## config.mk

```make
export PLATFORM = sky130hd
export DESIGN_NAME = viterbi_traceback
export DESIGN_NICKNAME = d
export VERILOG_FILES = /design/src/rtl/viterbi_pkg.sv /design/src/rtl/survivor_ram.sv /design/src/rtl/viterbi_traceback.sv
export SDC_FILE = /design/constraint.sdc
export NUM_CORES = 1
export LEC_CHECK = 0
export CAP_MARGIN = 20
export CELL_PAD_IN_SITES_DETAIL_PLACEMENT = 0
export CELL_PAD_IN_SITES_GLOBAL_PLACEMENT = 2
export CORE_ASPECT_RATIO = 0.7
export CORE_MARGIN = 1.5
export CORE_UTILIZATION = 43
export DETAILED_ROUTE_END_ITERATION = 16
export PLACE_DENSITY = 0.82
export SKIP_LAST_GASP = 1
export SLEW_MARGIN = 20
export SYNTH_ARGS = -nofsm -noshare
export SYNTH_HDL_FRONTEND = slang
export SYNTH_SLANG_ARGS = --single-unit
```

## constraint.sdc

```tcl
create_clock -name mclk -period 3.18 [get_ports mclk]
set_clock_uncertainty 0.1 [all_clocks]
set_input_delay 0.795 -clock mclk [delete_from_list [all_inputs] [get_ports mclk]]
set_output_delay 0.795 -clock mclk [all_outputs]
set_load 0.03 [all_outputs]
```

## src/rtl/viterbi_pkg.sv

```systemverilog
// rtl/viterbi_pkg.sv - shared types, defaults and trellis helpers for the Viterbi traceback
package viterbi_pkg;

  localparam int NUM_STATES_DEF = 4;
  localparam int TAIL_LEN_DEF   = 2;

  typedef enum logic [1:0] {
    FILL  = 2'd0,
    TRACE = 2'd1,
    OUT   = 2'd2
  } trace_state_t;

  function automatic int clog2(input int v);
    int r;
    r = 0;
    while ((1 << r) < v) r++;
    return r;
  endfunction

  // predecessor of state s given its decision bit d: {s[w-2:0], d}
  function automatic logic [31:0] pred(input int w, input logic [31:0] s, input logic d);
    return ((s << 1) | 32'(d)) & ((32'd1 << w) - 32'd1);
  endfunction

endpackage

```

## src/rtl/survivor_ram.sv

```systemverilog
// rtl/survivor_ram.sv - survivor decision store, synchronous write and asynchronous read
module survivor_ram #(
  parameter int Depth = 64,
  parameter int Width = 4,
  parameter int AW    = 6
) (
  input  logic             mclk,
  input  logic             we,
  input  logic [AW-1:0]    waddr,
  input  logic [Width-1:0] wdata,
  input  logic [AW-1:0]    raddr,
  output logic [Width-1:0] rdata
);

  logic [Width-1:0] mem [Depth];

  always_ff @(posedge mclk) begin
    if (we) mem[waddr] <= wdata;
  end

  assign rdata = mem[raddr];

endmodule

```

## src/rtl/viterbi_traceback.sv

```systemverilog
// rtl/viterbi_traceback.sv - frame-based traceback from state 0, emits decoded bits in order
module viterbi_traceback
  import viterbi_pkg::*;
#(
  parameter int Num_States = NUM_STATES_DEF,
  parameter int Frame_Len  = 64,
  parameter int Tail_Len   = TAIL_LEN_DEF
) (
  input  logic                  mclk,
  input  logic                  rst,
  input  logic [Num_States-1:0] dec_in,
  input  logic                  dec_valid,
  output logic                  dec_ready,
  output logic                  bit_out,
  output logic                  bit_valid,
  input  logic                  bit_ready,
  output logic                  bit_last,
  output logic                  busy
);

  localparam int W  = clog2(Num_States);
  localparam int AW = clog2(Frame_Len);
  localparam logic [AW-1:0] LAST_WR = AW'(Frame_Len - 1);
  localparam logic [AW-1:0] LAST_RD = AW'(Frame_Len - Tail_Len - 1);

  trace_state_t state, state_nxt;
  logic [AW-1:0] wr_ptr, t_ptr, rd_ptr;
  logic [W-1:0] cur;
  logic [Num_States-1:0] surv_rd;
  logic bitbuf [Frame_Len];
  logic dec_hs, bit_hs;

  assign dec_hs = (state == FILL) && dec_valid;
  assign bit_hs = (state == OUT) && bit_ready;

  survivor_ram #(
    .Depth(Frame_Len),
    .Width(Num_States),
    .AW(AW)
  ) u_survivor (
    .mclk (mclk),
    .we   (dec_hs),
    .waddr(wr_ptr),
    .wdata(dec_in),
    .raddr(t_ptr),
    .rdata(surv_rd)
  );

  always_ff @(posedge mclk or posedge rst) begin
    if (rst) state <= FILL;
    else     state <= state_nxt;
  end

  always_comb begin
    state_nxt = state;
    case (state)
      FILL:    if (dec_hs && wr_ptr == LAST_WR) state_nxt = TRACE;
      TRACE:   if (t_ptr == '0) state_nxt = OUT;
      OUT:     if (bit_hs && rd_ptr == LAST_RD) state_nxt = FILL;
      default: state_nxt = FILL;
    endcase
  end

  always_ff @(posedge mclk or posedge rst) begin
    if (rst) begin
      wr_ptr <= '0;
      t_ptr  <= '0;
      rd_ptr <= '0;
      cur    <= '0;
    end else begin
      case (state)
        FILL: begin
          if (dec_hs) begin
            wr_ptr <= (wr_ptr == LAST_WR) ? '0 : wr_ptr + AW'(1);
            // a terminated frame always ends in state 0
            if (wr_ptr == LAST_WR) begin
              t_ptr <= LAST_WR;
              cur   <= '0;
            end
          end
        end
        TRACE: begin
          cur   <= W'(pred(W, 32'(cur), surv_rd[cur]));
          t_ptr <= t_ptr - AW'(1);
          if (t_ptr == '0) rd_ptr <= '0;
        end
        OUT: begin
          if (bit_hs) rd_ptr <= rd_ptr + AW'(1);
        end
        default: ;
      endcase
    end
  end

  always_ff @(posedge mclk) begin
    if (state == TRACE) bitbuf[t_ptr] <= cur[W-1];
  end

  assign dec_ready = (state == FILL);
  assign busy      = (state != FILL);
  assign bit_valid = (state == OUT);
  assign bit_out   = (state == OUT) ? bitbuf[rd_ptr] : 1'b0;
  assign bit_last  = (state == OUT) && (rd_ptr == LAST_RD);

endmodule

```

=== Yosys cells after proc, flatten, opt, wreduce, memory -nomap -nowiden ===
Memory sizes are Yosys's and may differ from the RTL's.
Cells that the tools add are included.

* Bits in writable memories: 320
* Memories kept: 2
* Input bits: 8
* Word-level logic and storage cells: 57
* Register bits after elaboration: 22
* Output and inout bits: 5

* Bitwise gates (word level): 1
* Magnitude comparators: 1
* Mux-type cells: 21
* Eq/ne operators: 10
* Reductions and logical operators: 14
* $add $sub $neg: 3

{| class="wikitable"
|+ Memory list
! name !! words !! width !! rd ports !! clocked after memory_dff !! write ports !! line !! text
|-
| u_survivor.mem || 64 || 4 || 1 || 0 || 1 || survivor_ram.sv:15 || <nowiki>logic [Width-1:0] mem [Depth];</nowiki>
|-
| bitbuf || 64 || 1 || 1 || 0 || 1 || viterbi_traceback.sv:30 || <nowiki>logic bitbuf [Frame_Len];</nowiki>
|}

{| class="wikitable"
|+ Operators by type and width
! cell !! number
|-
| $mux 6 || 5
|-
| $pmux 6 s2 || 2
|-
| $add 6x1->6 const B || 2
|-
| $eq 6x6->1 const B || 2
|-
| $mux 2 || 5
|-
| $ne 2x1->1 const B || 5
|-
| $reduce_and 3->1 || 3
|-
| $logic_not 6->1 || 1
|-
| $mux 1 || 6
|-
| $pmux 2 s3 || 1
|-
| $reduce_bool 2->1 || 3
|-
| $sub 6x1->6 const B || 1
|-
| $logic_and 1x1->1 || 5
|-
| $pmux 2 s2 || 1
|-
| $lt 2x3->1 const B || 1
|-
| $bmux 1 s2 || 1
|-
| $eq 2x1->1 const B || 1
|-
| $eq 2x2->1 const B || 1
|-
| $logic_not 2->1 || 1
|-
| $ne 2x2->1 const B || 1
|-
| $or 2x1->2 || 1
|-
| $reduce_and 2->1 || 1
|}

=== Longest topological paths before layout ===
Gate-level depths: netlist of the first run.

* Word-level depth: 5
* Gate-level depth with buffers: 11
* Gate-level depth less buffers: 8

=== Hierarchy ===
A second synthesis of the first run with hierarchy kept.

* Cells, all modules: 843
* Area total of the unflattened synthesis: 14396.3 um2

{| class="wikitable"
|+ Modules (own cells, without submodules)
! module !! area an instance (um2) !! cells an instance !! times used !! seq. area each (um2)
|-
| survivor_ram || 10327.4 || 517 || 1 || 7687.4
|-
| viterbi_traceback || 4068.9 || 326 || 1 || 2472.4
|}

=== Least setup slack after synthesis of the first run ===
OpenSTA, ideal clock, no wires.

* Path kind: reg2out
* Start point: register rd_ptr[1]
* End point: output port bit_out
* Required time: 2.285 ns
* Path buffers: 2
* Arrival: 2.470 ns
* Stages on the path, launching flop included: 7
* Path slack: -0.185 ns
* Cells stage by stage: dfrtp_1 > clkbuf_1 > clkbuf_1 > mux4_2 > mux4_2 > mux4_2 > and2_1

* Cells in the longest elaborated chain, start to end: 2

{| class="wikitable"
|+ RTL lines
! element !! line !! text
|-
| from (decl) || viterbi_traceback.sv:27 || <nowiki>logic [AW-1:0] wr_ptr, t_ptr, rd_ptr;</nowiki>
|-
| from (signal assigned) || viterbi_traceback.sv:88 || <nowiki>if (bit_hs) rd_ptr <= rd_ptr + AW'(1);</nowiki>
|-
| $mem_v2 64x1 || - ||
|-
| $mux 1 || viterbi_traceback.sv:102 || <nowiki>assign bit_out = (state == OUT) ? bitbuf[rd_ptr] : 1'b0;</nowiki>
|-
| to (decl) || viterbi_traceback.sv:14 || <nowiki>output logic bit_out,</nowiki>
|}

Every way passes these cells.

=== Worst setup path in the final report of the first run ===
* Start point: register rd_ptr[0]
* End point: output port bit_out

The elaborated chain is that of the path after synthesis.

==> results of run 1 <==
[worst max path at each step]
| stage | to | slack, ns | cells after the start |
|---|---|---|---|
| after detailed placement | bit_out | -0.56 | 6 |
| after CTS | bit_out | -0.74 | 6 |
| after floorplan | bit_out | 0.001 | 6 |
| final | bit_out | -0.68 | 6 |
| after global routing | bit_out | -0.77 | 6 |
| after global placement | bit_out | -0.56 | 6 |
[cell type report]
cell class,instances,area share [%]
Multi-Input combinational cell,434,23.11
Tap cell,427,3.319
Clock inverter,19,0.6840
Sequential cell,342,63.16
Inverter,9,0.2099
Timing Repair Buffer,76,4.562
Clock buffer,37,4.959
[where the power goes]
part           internal [mW]  switching [mW]  total (mW)
clock network           1.85            1.61        3.46
logic                  0.746            1.09        1.83
registers               5.11           0.207        5.31
total                   7.71            2.90        10.6
[kinds of logic (layout without fill, tap and decap cells)]
| kind of cell | Yosys count | in the layout | share of synthesized area (%) |
|---|---|---|---|
| flip-flops | 342 | 342 | 71.73 |
| AND/OR/NAND/NOR | 258 | 258 | 8.083 |
| multiplexers | 115 | 115 | 14.98 |
| buffers and inverters | 58 | 141 | 1.970 |
| AO/OA/AOI/OAI | 46 | 46 | 2.173 |
| XOR/XNOR | 10 | 10 | 0.6183 |
| adder cells (fa/ha/maj) | 5 | 5 | 0.4417 |
[layer usage]
layer | up-vias | global-route usage [%]
met4 | 0 | 5.377
li1 | 3369 | -
met2 | 249 | 27.63
met1 | 3938 | 31.23
met3 | 60 | 4.484
met5 | - | 0
[Yosys cell counts (5+ instances only)]
library cell,instances
nand3_1,25
edfxtp_1,320
and2_1,5
nor4_1,5
mux4_2,71
a22oi_1,6
nand4_1,5
nand3b_1,6
nor2_1,145
clkbuf_1,28
dfrtp_1,22
xor2_1,6
ha_1,5
o22ai_1,8
mux2i_1,38
o211ai_1,5
nand2_1,39
a21oi_1,11
inv_1,8
mux4_1,5
buf_1,8
[stage by stage]
stage | power (mW) | instance area [µm²] | setup TNS [ns]
after floorplan | 6.472 | 14160 | 0
after global placement | 7.209 | 15140 | -0.5640
after detailed placement | 7.231 | 15140 | -0.5602
after CTS | 10.67 | 16100 | -0.7426
after global routing | 10.99 | 16100 | -0.7730
final | 10.61 | 16100 | -0.6840
[worst max-delay path: cells and delay by family, from the launching register on]
family | cells | cell delay [ns]
muxes | 3 | 1.46
DFF | 1 | 0.45
and+or+nand+nor | 1 | 0.17
buffers and inverters | 2 | 0.32
[flip-flops by register name (all words and copies together) (netlist names)]
| name | count |
|---|---|
| bitbuf | 64 |
| rd_ptr | 6 |
| t_ptr | 6 |
| cur | 2 |
| state | 2 |
| wr_ptr | 6 |
| u_survivor.mem | 256 |
[what timing repair did]
action	in CTS	in global routing
setup endpoints to repair	1	3
gates resized for setup	8	6
setup buffers	2	0
gates cloned	1	1
==> metrics.csv, run 1 <==
stage;metric;value;unit
setup_path;reg2reg_to;cur[0];
setup_path;cp_common_cell;mux4_2;
place;placed_cells_incl_taps;1285;
floorplan;initial_utilization;43.79;%
logic_synthesis;synth.distinct_cells;48;
clock_network;cts.clk_slew.worst_paths;0.07;ns
min_path;hold_path_class;input pin to async pin;
clock_network;cts_stage_hold_buffer_count;0;
floorplan;floorplan.io_pins;13;
drt;total_via_count_in_the_routed_design;7616;
place;pre_cts_ws;-0.5602;ns
setup_path;crit_path_end_kind;output port;
cells_and_area;post_route_cells_drive_above_1_share;21.48;%
drt;met2WireLength;13.81;mm
setup_path;worstPathCellList;clkbuf_16 -> mux4_1 -> mux4_2 -> mux4_2 -> and2_4 -> buf_6;
logic_synthesis;synth_area_per_cell;16.98;µm²
timing;timing_max_transition_violations_final;0;
floorplan;floorplan.die.width;219.9;µm
clock_network;cts-htree-levels;1;
cells_and_area;mostFrequentLayoutCell;edfxtp_1;
clock_network;ctsRootBufferMaster;clkbuf_16;
cells_and_area;multi_input_area;3720;µm²
setup_path;worst_r2r_startpoint;t_ptr[0];
global_routing;global_route.overflow_total;0;
clock_network;clock_tree.buffer_depth;3;
timing;min_period;3.864;ns
timing;finalCritPeriodShare;121.5;%
place;gp_congestion;0.8162;
drt;final_antenna_net_count;0;
drt;vias_per_cell;5.667;
clock_network;clkLatencyLatePin;0.58;ns
setup_path;timing.critical_path.arrival;2.97;ns
cells_and_area;instances_no_fill;1344;
logic_synthesis;syn_area;14160;µm²
run;maxCapViolations;0;
clock_network;cts.sink_count;342;
drt;first_pass_iters;5;
logic_synthesis;synth_edf_count;320;
global_routing;maximum_number_of_pins_on_one_net_before_global_route_repair;68;
cells_and_area;sequential_cell_area;10170;µm²
logic_synthesis;ys_warn_count;0;
setup_path;ff2ff_setup_slack;0.12;ns
floorplan;die_height;154.8;µm
drt;met3WireLength;2.398;mm
pwr;ir_drop;0.4597;mV
logic_synthesis;most_instantiated_flip_flop_cell_in_the_synthesis_netlist;edfxtp_1;
logic_synthesis;postSynthCellCount;834;
global_routing;global_route_wire_length_before_repair;48.93;mm
cells_and_area;mostFrequentLayoutCells;edfxtp_1, nor2_1, mux4_2, buf_4, nand2_1;
status;violations;setup timing;
timing;post-route-worst-setup-slack;-0.6840;ns
status;status;finished with violations;
setup_path;r2r_cells;7;
logic_synthesis;syn_nets;847;
timing;timing.max_slew.rel_slack;55.94;%
floorplan;dieArea;34050;µm²
drt;drt-met1-wl;15.50;mm
drt;totalWireLength;32.56;mm
setup_path;crit_type;flop to output port;
drt;dr.first_iter.drc_count;822;
setup_path;critical_path.max_stage_delay;0.54;ns
cells_and_area;number_of_antenna_cells_inserted;0;
global_routing;global_route.usage.total;19.85;%
logic_synthesis;netlist.top_cell.by_area;edfxtp_1;
logic_synthesis;yosys_register_bits;342;
clock_network;clock_tree_from_tritoncts;done;
timing;worst-slew-pin-transition;0.6609;ns
setup_path;critPathSlowestCell;mux4_1;
pwr;leakagePower;5.108;nW
place;detailedPlacementHpwl;21.83;mm
setup_path;worstPathRequired;2.28;ns
global_routing;number_of_antenna_violations_at_the_first_check_in_global_routing;0;
timing;timing.final.setup_violations;1;
cells_and_area;final_nets;907;
logic_synthesis;asyncSetResetFlopFracSynth;6.433;%
drt;remaining_drc_errors;0;
clock_network;inserted_clock_buffers;31;
drt;routed_wire_length_per_instance;24.22;µm
timing;unrepaired_setup_endpoints_after_global_routing;true;
drt;dr.max_layer_used;met4;
floorplan;core_region_area;32340;µm²
timing;max_freq;258.8;MHz
logic_synthesis;synth_top_area_share;67.84;%
timing;hold_slack;0.4216;ns
logic_synthesis;synth-seq-area-share;71.73;%
place;place.port_buffers;12;
cells_and_area;final_core_utilization;49.77;%
timing;hold_violations;0;
pwr;power_density;659.0;nW/µm²
setup_path;worst-path-max-fanout;4;
logic_synthesis;synthTopCellsByArea;edfxtp_1, mux4_2, dfrtp_1;
global_routing;first_global_vias;7557;
setup_path;start_kind;flop;
floorplan;placementRows;55;
cells_and_area;nFillCells;2701;
setup_path;critPathLaunch;rd_ptr[0];
cells_and_area;layout_stage_area_growth_over_the_synthesis_result;13.66;%
(Power assumes the default switching activity.)
==> run 2: changes to the inputs <==
==> constraint.sdc (replaced) <==
create_clock -name mclk -period 3.18 [get_ports mclk]
set_clock_uncertainty 0.1 [all_clocks]
set_input_delay 0.477 -clock mclk [delete_from_list [all_inputs] [get_ports mclk]]
set_output_delay 0.477 -clock mclk [all_outputs]
set_load 0.03 [all_outputs]
==> run 2 against run 1 <==
Effect of this change: the run still ends with setup timing left; non-clock buffer count increased by 12; cell count increased by 1.3%; power increased by 3.5%; count of clock-buffer cells in the layout increased by 3; first-iteration DRC count decreased by 13%; maximum frequency increased by 11%; worst hold slack got worse by 0.23 ns; final area increased by 1.1%; sequential share of layout area decreased by 0.67 points; sequential power decreased by 0.8%; die area unchanged; largest power group unchanged.
==> metrics.csv, run 2 (synthesized netlist as in run 1, its figures left out) <==
stage;metric;value;unit
floorplan;dieArea;34050;µm²
pwr;ir_drop;0.5205;mV
cells_and_area;mostFrequentLayoutCells;edfxtp_1, nor2_1, mux4_2, buf_4, nand2_1;
pwr;design_power_total;10.98;mW
timing;timing.max_slew.rel_slack;55.46;%
cells_and_area;largest_register_ff_count;256;
setup_path;worst-path-max-fanout;8;
floorplan;placementRows;55;
floorplan;initial_utilization;43.79;%
setup_path;critPathSlowestCell;mux4_2;
floorplan;core_region_area;32340;µm²
timing;post-route-worst-setup-slack;-0.2881;ns
setup_path;buffering_stage_count_on_the_worst_path_with_inverters_included;2;
clock_network;clock_tree.buffer_depth;3;
cells_and_area;layout_stage_area_growth_over_the_synthesis_result;14.87;%
cells_and_area;mostFrequentLayoutCell;edfxtp_1;
min_path;hold_path_class;input pin to async pin;
floorplan;floorplan.io_pins;13;
setup_path;worstPathCellList;buf_12 -> mux4_2 -> mux4_2 -> mux4_2 -> and2_4 -> buf_6;
timing;max_freq;288.3;MHz
floorplan;die_height;154.8;µm
cells_and_area;final_nets;922;
timing;hold_violations;0;
drt;first_pass_iters;5;
clock_network;ctsRootBufferMaster;clkbuf_16;
setup_path;start_kind;flop;
cells_and_area;final_core_utilization;50.30;%
timing;finalCritPeriodShare;109.1;%
setup_path;timing.critical_path.max_delay_family;multiplexers;
drt;total_via_count_in_the_routed_design;7676;
cells_and_area;largest-register;u_survivor.mem;
global_routing;first_global_vias;7821;
status;violations;setup timing;
timing;hold_slack;0.1872;ns
timing;timing_max_transition_violations_final;0;
run;maxCapViolations;0;
drt;routed_wire_length_per_instance;23.89;µm
place;detailedPlacementHpwl;21.48;mm
drt;totalWireLength;32.52;mm
drt;remaining_drc_errors;0;
pwr;leakagePower;5.229;nW
setup_path;worstPathRequired;2.60;ns
clock_network;cts.clk_slew.worst_paths;0.06;ns
drt;dr.first_iter.drc_count;717;
timing;unrepaired_setup_endpoints_after_global_routing;true;
timing;timing.final.setup_violations;1;
place;gp_congestion;0.8338;
cells_and_area;number_of_antenna_cells_inserted;0;
cells_and_area;post_route_cells_drive_above_1_share;23.23;%
clock_network;clock_tree_from_tritoncts;done;
cells_and_area;biggestRegsByFlops;u_survivor.mem (256), bitbuf (64);
drt;vias_per_cell;5.640;
setup_path;cp_common_cell;mux4_2;
setup_path;critical_path.max_stage_delay;0.50;ns
cells_and_area;nFillCells;2693;
setup_path;crit_path_end_kind;output port;
timing;worst-slew-pin-transition;0.6682;ns
status;status;finished with violations;
drt;final_antenna_net_count;0;
setup_path;crit_type;flop to output port;
pwr;power_density;675.0;nW/µm²
clock_network;clkLatencyLatePin;0.54;ns
timing;min_period;3.468;ns
clock_network;cts_setup_buffers;0;
global_routing;number_of_antenna_violations_at_the_first_check_in_global_routing;0;
global_routing;global_route_wire_length_before_repair;49.98;mm
clock_network;cts-htree-levels;2;
global_routing;global_route.usage.total;20.13;%
setup_path;timing.critical_path.arrival;2.89;ns
clock_network;inserted_clock_buffers;34;
global_routing;maximum_number_of_pins_on_one_net_before_global_route_repair;68;
global_routing;global_route.overflow_total;0;
clock_network;cts.sink_count;342;
place;place.port_buffers;12;
clock_network;cts_stage_hold_buffer_count;0;
floorplan;floorplan.die.width;219.9;µm
run 2: layer usage:
metal	track usage, %	vias up	wire (µm)
met5	0	-	0
met4	4.665	0	448
met3	3.835	39	2083
met2	29.10	239	14370
met1	31.53	4000	15620
li1	-	3398	-
run 2: per-stage QoR:
| stage | setup slack [ns] | TNS (ns) | instances | area [µm²] |
|---|---|---|---|---|
| finish | -0.2881 | -0.2881 | 1361 | 16270 |
| detailed placement | -0.2671 | -0.2671 | 1299 | 15180 |
| floorplan | 0.1334 | 0 | 834 | 14160 |
| global placement | -0.2506 | -0.2506 | 1299 | 15180 |
| global route | -0.3755 | -0.3755 | 1361 | 16270 |
| CTS | -0.3357 | -0.3357 | 1361 | 16260 |
run 2: layout make-up:
type / instances / area [µm²] / share of cell area, %
tap: 427 / 534.3 / 3.284
clock inverter: 21 / 167.7 / 1.031
multi-input combinational: 434 / 3710 / 22.80
sequential: 342 / 10170 / 62.49
inverter: 9 / 33.78 / 0.2076
clock buffer: 40 / 893.4 / 5.491
timing repair buffer: 88 / 763.2 / 4.691
run 2: worst paths after layout:
path	start	end	slack (ns)	cells past startpoint
max in group asynchronous	rst	cur[1]	2.24	3
min in group mclk	dec_in[0]	u_survivor.mem[22][0]	0.40	1
setup / recovery	rd_ptr[0]	bit_out	-0.29	6
hold reg to reg	state[0]	rd_ptr[1]	0.52	1
setup reg to reg	t_ptr[2]	cur[0]	0.35	9
hold / removal	rst	rd_ptr[5]	0.19	2
run 2: what timing repair did:
action                     4_1_cts  5_1_grt
pin swaps                        1        0
gates resized for setup         16        1
setup endpoints to repair        2        2
gates cloned                     1        0
run 2: report_power, final:
group | total, mW | switching [mW] | internal (mW)
clock | 3.86 | 1.68 | 2.18
combinational | 1.85 | 1.12 | 0.729
sequential | 5.27 | 0.161 | 5.11
total | 11.0 | 2.96 | 8.02
run 2: worst register-to-register path, cell delays in order (launching register included):
cell and delay [ns]:
dfrtp_2 0.56, buf_4 0.27, nor2_1 0.53, buf_4 0.26, a22oi_1 0.14, nand3_1 0.16
o211ai_1 0.11, nor4_1 0.19, nand2_1 0.09, a311o_1 0.31
==> run 3: changes to the inputs <==
--- a/config.mk
+++ b/config.mk
@@ -5,14 +5,14 @@
 export SDC_FILE = /design/constraint.sdc
 export NUM_CORES = 1
 export LEC_CHECK = 0
-export CAP_MARGIN = 20
+export CAP_MARGIN = 10
 export CELL_PAD_IN_SITES_DETAIL_PLACEMENT = 0
 export CELL_PAD_IN_SITES_GLOBAL_PLACEMENT = 2
 export CORE_ASPECT_RATIO = 0.7
 export CORE_MARGIN = 1.5
-export CORE_UTILIZATION = 43
+export CORE_UTILIZATION = 25
 export DETAILED_ROUTE_END_ITERATION = 16
-export PLACE_DENSITY = 0.82
+export PLACE_DENSITY = 0.55
 export SKIP_LAST_GASP = 1
 export SLEW_MARGIN = 20
 export SYNTH_ARGS = -nofsm -noshare
==> run 3 against run 2 <==
Effect of this change: the run still ends with setup timing left; sequential share of layout area shrank 1.6 points; combinational power grew 4%; final area grew 2.6%; setup slack lost 0.097 ns; critical path type unchanged; critical endpoint unchanged.
==> metrics.csv, run 3 (synthesized netlist as in run 1, its figures left out) <==
stage;metric;value;unit
pwr;power_report.internal_total;8.305;mW
timing;finalCritPeriodShare;112.1;%
drt;final_antenna_net_count;0;
timing;max_freq;280.5;MHz
floorplan;floorplan.io_pins;13;
timing;hold_violations;0;
clock_network;cts-htree-levels;2;
drt;routed_wire_length_per_instance;22.24;µm
floorplan;floorplan.die.width;287.5;µm
drt;first_pass_iters;5;
setup_path;critPathSlowestCell;mux4_2;
place;place.port_buffers;12;
drt;dr.first_iter.drc_count;679;
setup_path;cp_common_cell;mux4_2;
setup_path;worstPathRequired;2.60;ns
floorplan;core_region_area;55580;µm²
clock_network;cts.sink_count;342;
timing;hold_slack;0.2908;ns
cells_and_area;mostFrequentLayoutCells;edfxtp_1, nor2_1, mux4_2, buf_4, nand2_1;
clock_network;clock_tree.buffer_depth;3;
setup_path;worst-path-max-fanout;6;
global_routing;first_global_vias;7987;
global_routing;gr-usage-met2;17.66;%
floorplan;die_height;202.1;µm
timing;post-route-worst-setup-slack;-0.3848;ns
floorplan;placementRows;72;
pwr;ir_drop;0.3613;mV
timing;min_period;3.565;ns
pwr;share_of_power_burned_in_registers;46.2;%
drt;totalWireLength;37.05;mm
clock_network;inserted_clock_buffers;35;
pwr;p_comb_share;16.8;%
run;maxCapViolations;0;
pwr;swShare;27.22;%
cells_and_area;final_nets;914;
floorplan;dieArea;58110;µm²
status;violations;setup timing;
place;detailedPlacementHpwl;25.01;mm
global_routing;grtUsageMet1;21.04;%
drt;vias_per_cell;4.556;
global_routing;global_route.usage.total;13.01;%
pwr;pwr-share-clk;36.9;%
global_routing;global_route.peak_usage_layer;met1;
setup_path;crit_path_end_kind;output port;
cells_and_area;biggestRegsByFlops;u_survivor.mem (256), bitbuf (64);
pwr;leakagePower;5.222;nW
cells_and_area;nFillCells;5507;
timing;worst-slew-pin-transition;0.7510;ns
cells_and_area;largest-register;u_survivor.mem;
clock_network;ctsRootBufferMaster;clkbuf_16;
setup_path;start_kind;flop;
timing;timing_max_transition_violations_final;0;
timing;unrepaired_setup_endpoints_after_global_routing;true;
setup_path;critical_path.max_stage_delay;0.50;ns
place;gp_congestion;0.7500;
status;status;finished with violations;
cells_and_area;final_design_area_no_fill;16690;µm²
drt;total_via_count_in_the_routed_design;7591;
drt;remaining_drc_errors;0;
global_routing;number_of_antenna_violations_at_the_first_check_in_global_routing;1;
place;post_dp_cell_area;15520;µm²
place;pre_cts_ws;-0.3221;ns
setup_path;crit_type;flop to output port;
cells_and_area;mostFrequentLayoutCell;edfxtp_1;
timing;final.setup.tns;-0.3848;ns
clock_network;cts_stage_hold_buffer_count;0;
cells_and_area;post_route_cells_drive_above_1_share;22.16;%
cells_and_area;layout_stage_area_growth_over_the_synthesis_result;17.85;%
pwr;power_density;683.7;nW/µm²
pwr;power.switching;3.107;mW
timing;timing.max_slew.rel_slack;49.88;%
cells_and_area;final_core_utilization;30.03;%
global_routing;global_route_wire_length_before_repair;55.54;mm
setup_path;worstPathCellList;buf_12 -> buf_12 -> mux4_2 -> mux4_2 -> mux4_2 -> and2_4 -> buf_6;
setup_path;timing.critical_path.arrival;2.99;ns
timing;timing.final.setup_violations;1;
global_routing;maximum_number_of_pins_on_one_net_before_global_route_repair;65;
global_routing;grtUsageMet3;2.404;%
floorplan;initial_utilization;25.48;%
global_routing;global_route.overflow_total;0;
min_path;hold_path_class;input pin to async pin;
clock_network;cts.clk_slew.worst_paths;0.06;ns
clock_network;clock_tree_from_tritoncts;done;
cells_and_area;largest_register_ff_count;256;
clock_network;clkLatencyLatePin;0.54;ns
## run 3: final timing paths
kind	startpoint	end	slack (ns)	cells past startpoint
hold reg to reg	cur[1]	cur[1]	0.48	1
min in group mclk	dec_in[1]	u_survivor.mem[18][1]	0.31	1
setup / recovery	rd_ptr[0]	bit_out	-0.38	7
setup reg to reg	t_ptr[0]	cur[0]	0.19	7
max in group asynchronous	rst	wr_ptr[3]	2.06	3
hold / removal	rst	rd_ptr[4]	0.29	2
## run 3: what timing repair did
item                                    CTS  global route
endpoints found under the setup margin    1             1
gates cloned                              0             0
resized for setup                         9             0
setup buffers                             1             0
## run 3: layer usage
metal / up-vias / part of all wire (%)
li1: 3391 / -
met1: 4013 / 54
met2: 142 / 41
met3: 45 / 3.9
met4: 0 / 1.6
met5: - / 0
## run 3: metrics by stage
step	std cells	power (mW)
2_1_floorplan	834	6.472
3_3_place_gp	1603	7.317
3_5_place_dp	1603	7.320
4_1_cts	1665	11.55
5_1_grt	1665	11.89
6_report	1666	11.41
## run 3: final cells by class
cell class	instances	area, µm²	share of cell area, %
Clock inverter	17	197.7	1.184
Tap cell	740	925.9	5.547
Multi-Input combinational cell	434	3724	22.31
Timing Repair Buffer	79	691.9	4.145
Sequential cell	342	10170	60.90
Inverter	9	33.78	0.2024
Clock buffer	44	950.9	5.697
Antenna cell	1	2.502	0.01499
## run 3: power by group through the flow
stage / registers, mW / clock network (mW) / logic (mW)
after global routing: 5.30 / 4.51 / 2.09
after floorplan: 5.26 / 0 / 1.21
after detailed placement: 5.37 / 0 / 1.95
after global placement: 5.37 / 0 / 1.95
final: 5.28 / 4.21 / 1.92
after CTS: 5.27 / 4.33 / 1.95
## run 3: critical path: cells and delay by family (launching register included)
family / cells / cell delay, ns
multiplexers: 3 / 1.47
AND/OR/NAND/NOR: 1 / 0.18
buffers and inverters: 3 / 0.40
flip-flops: 1 / 0.42
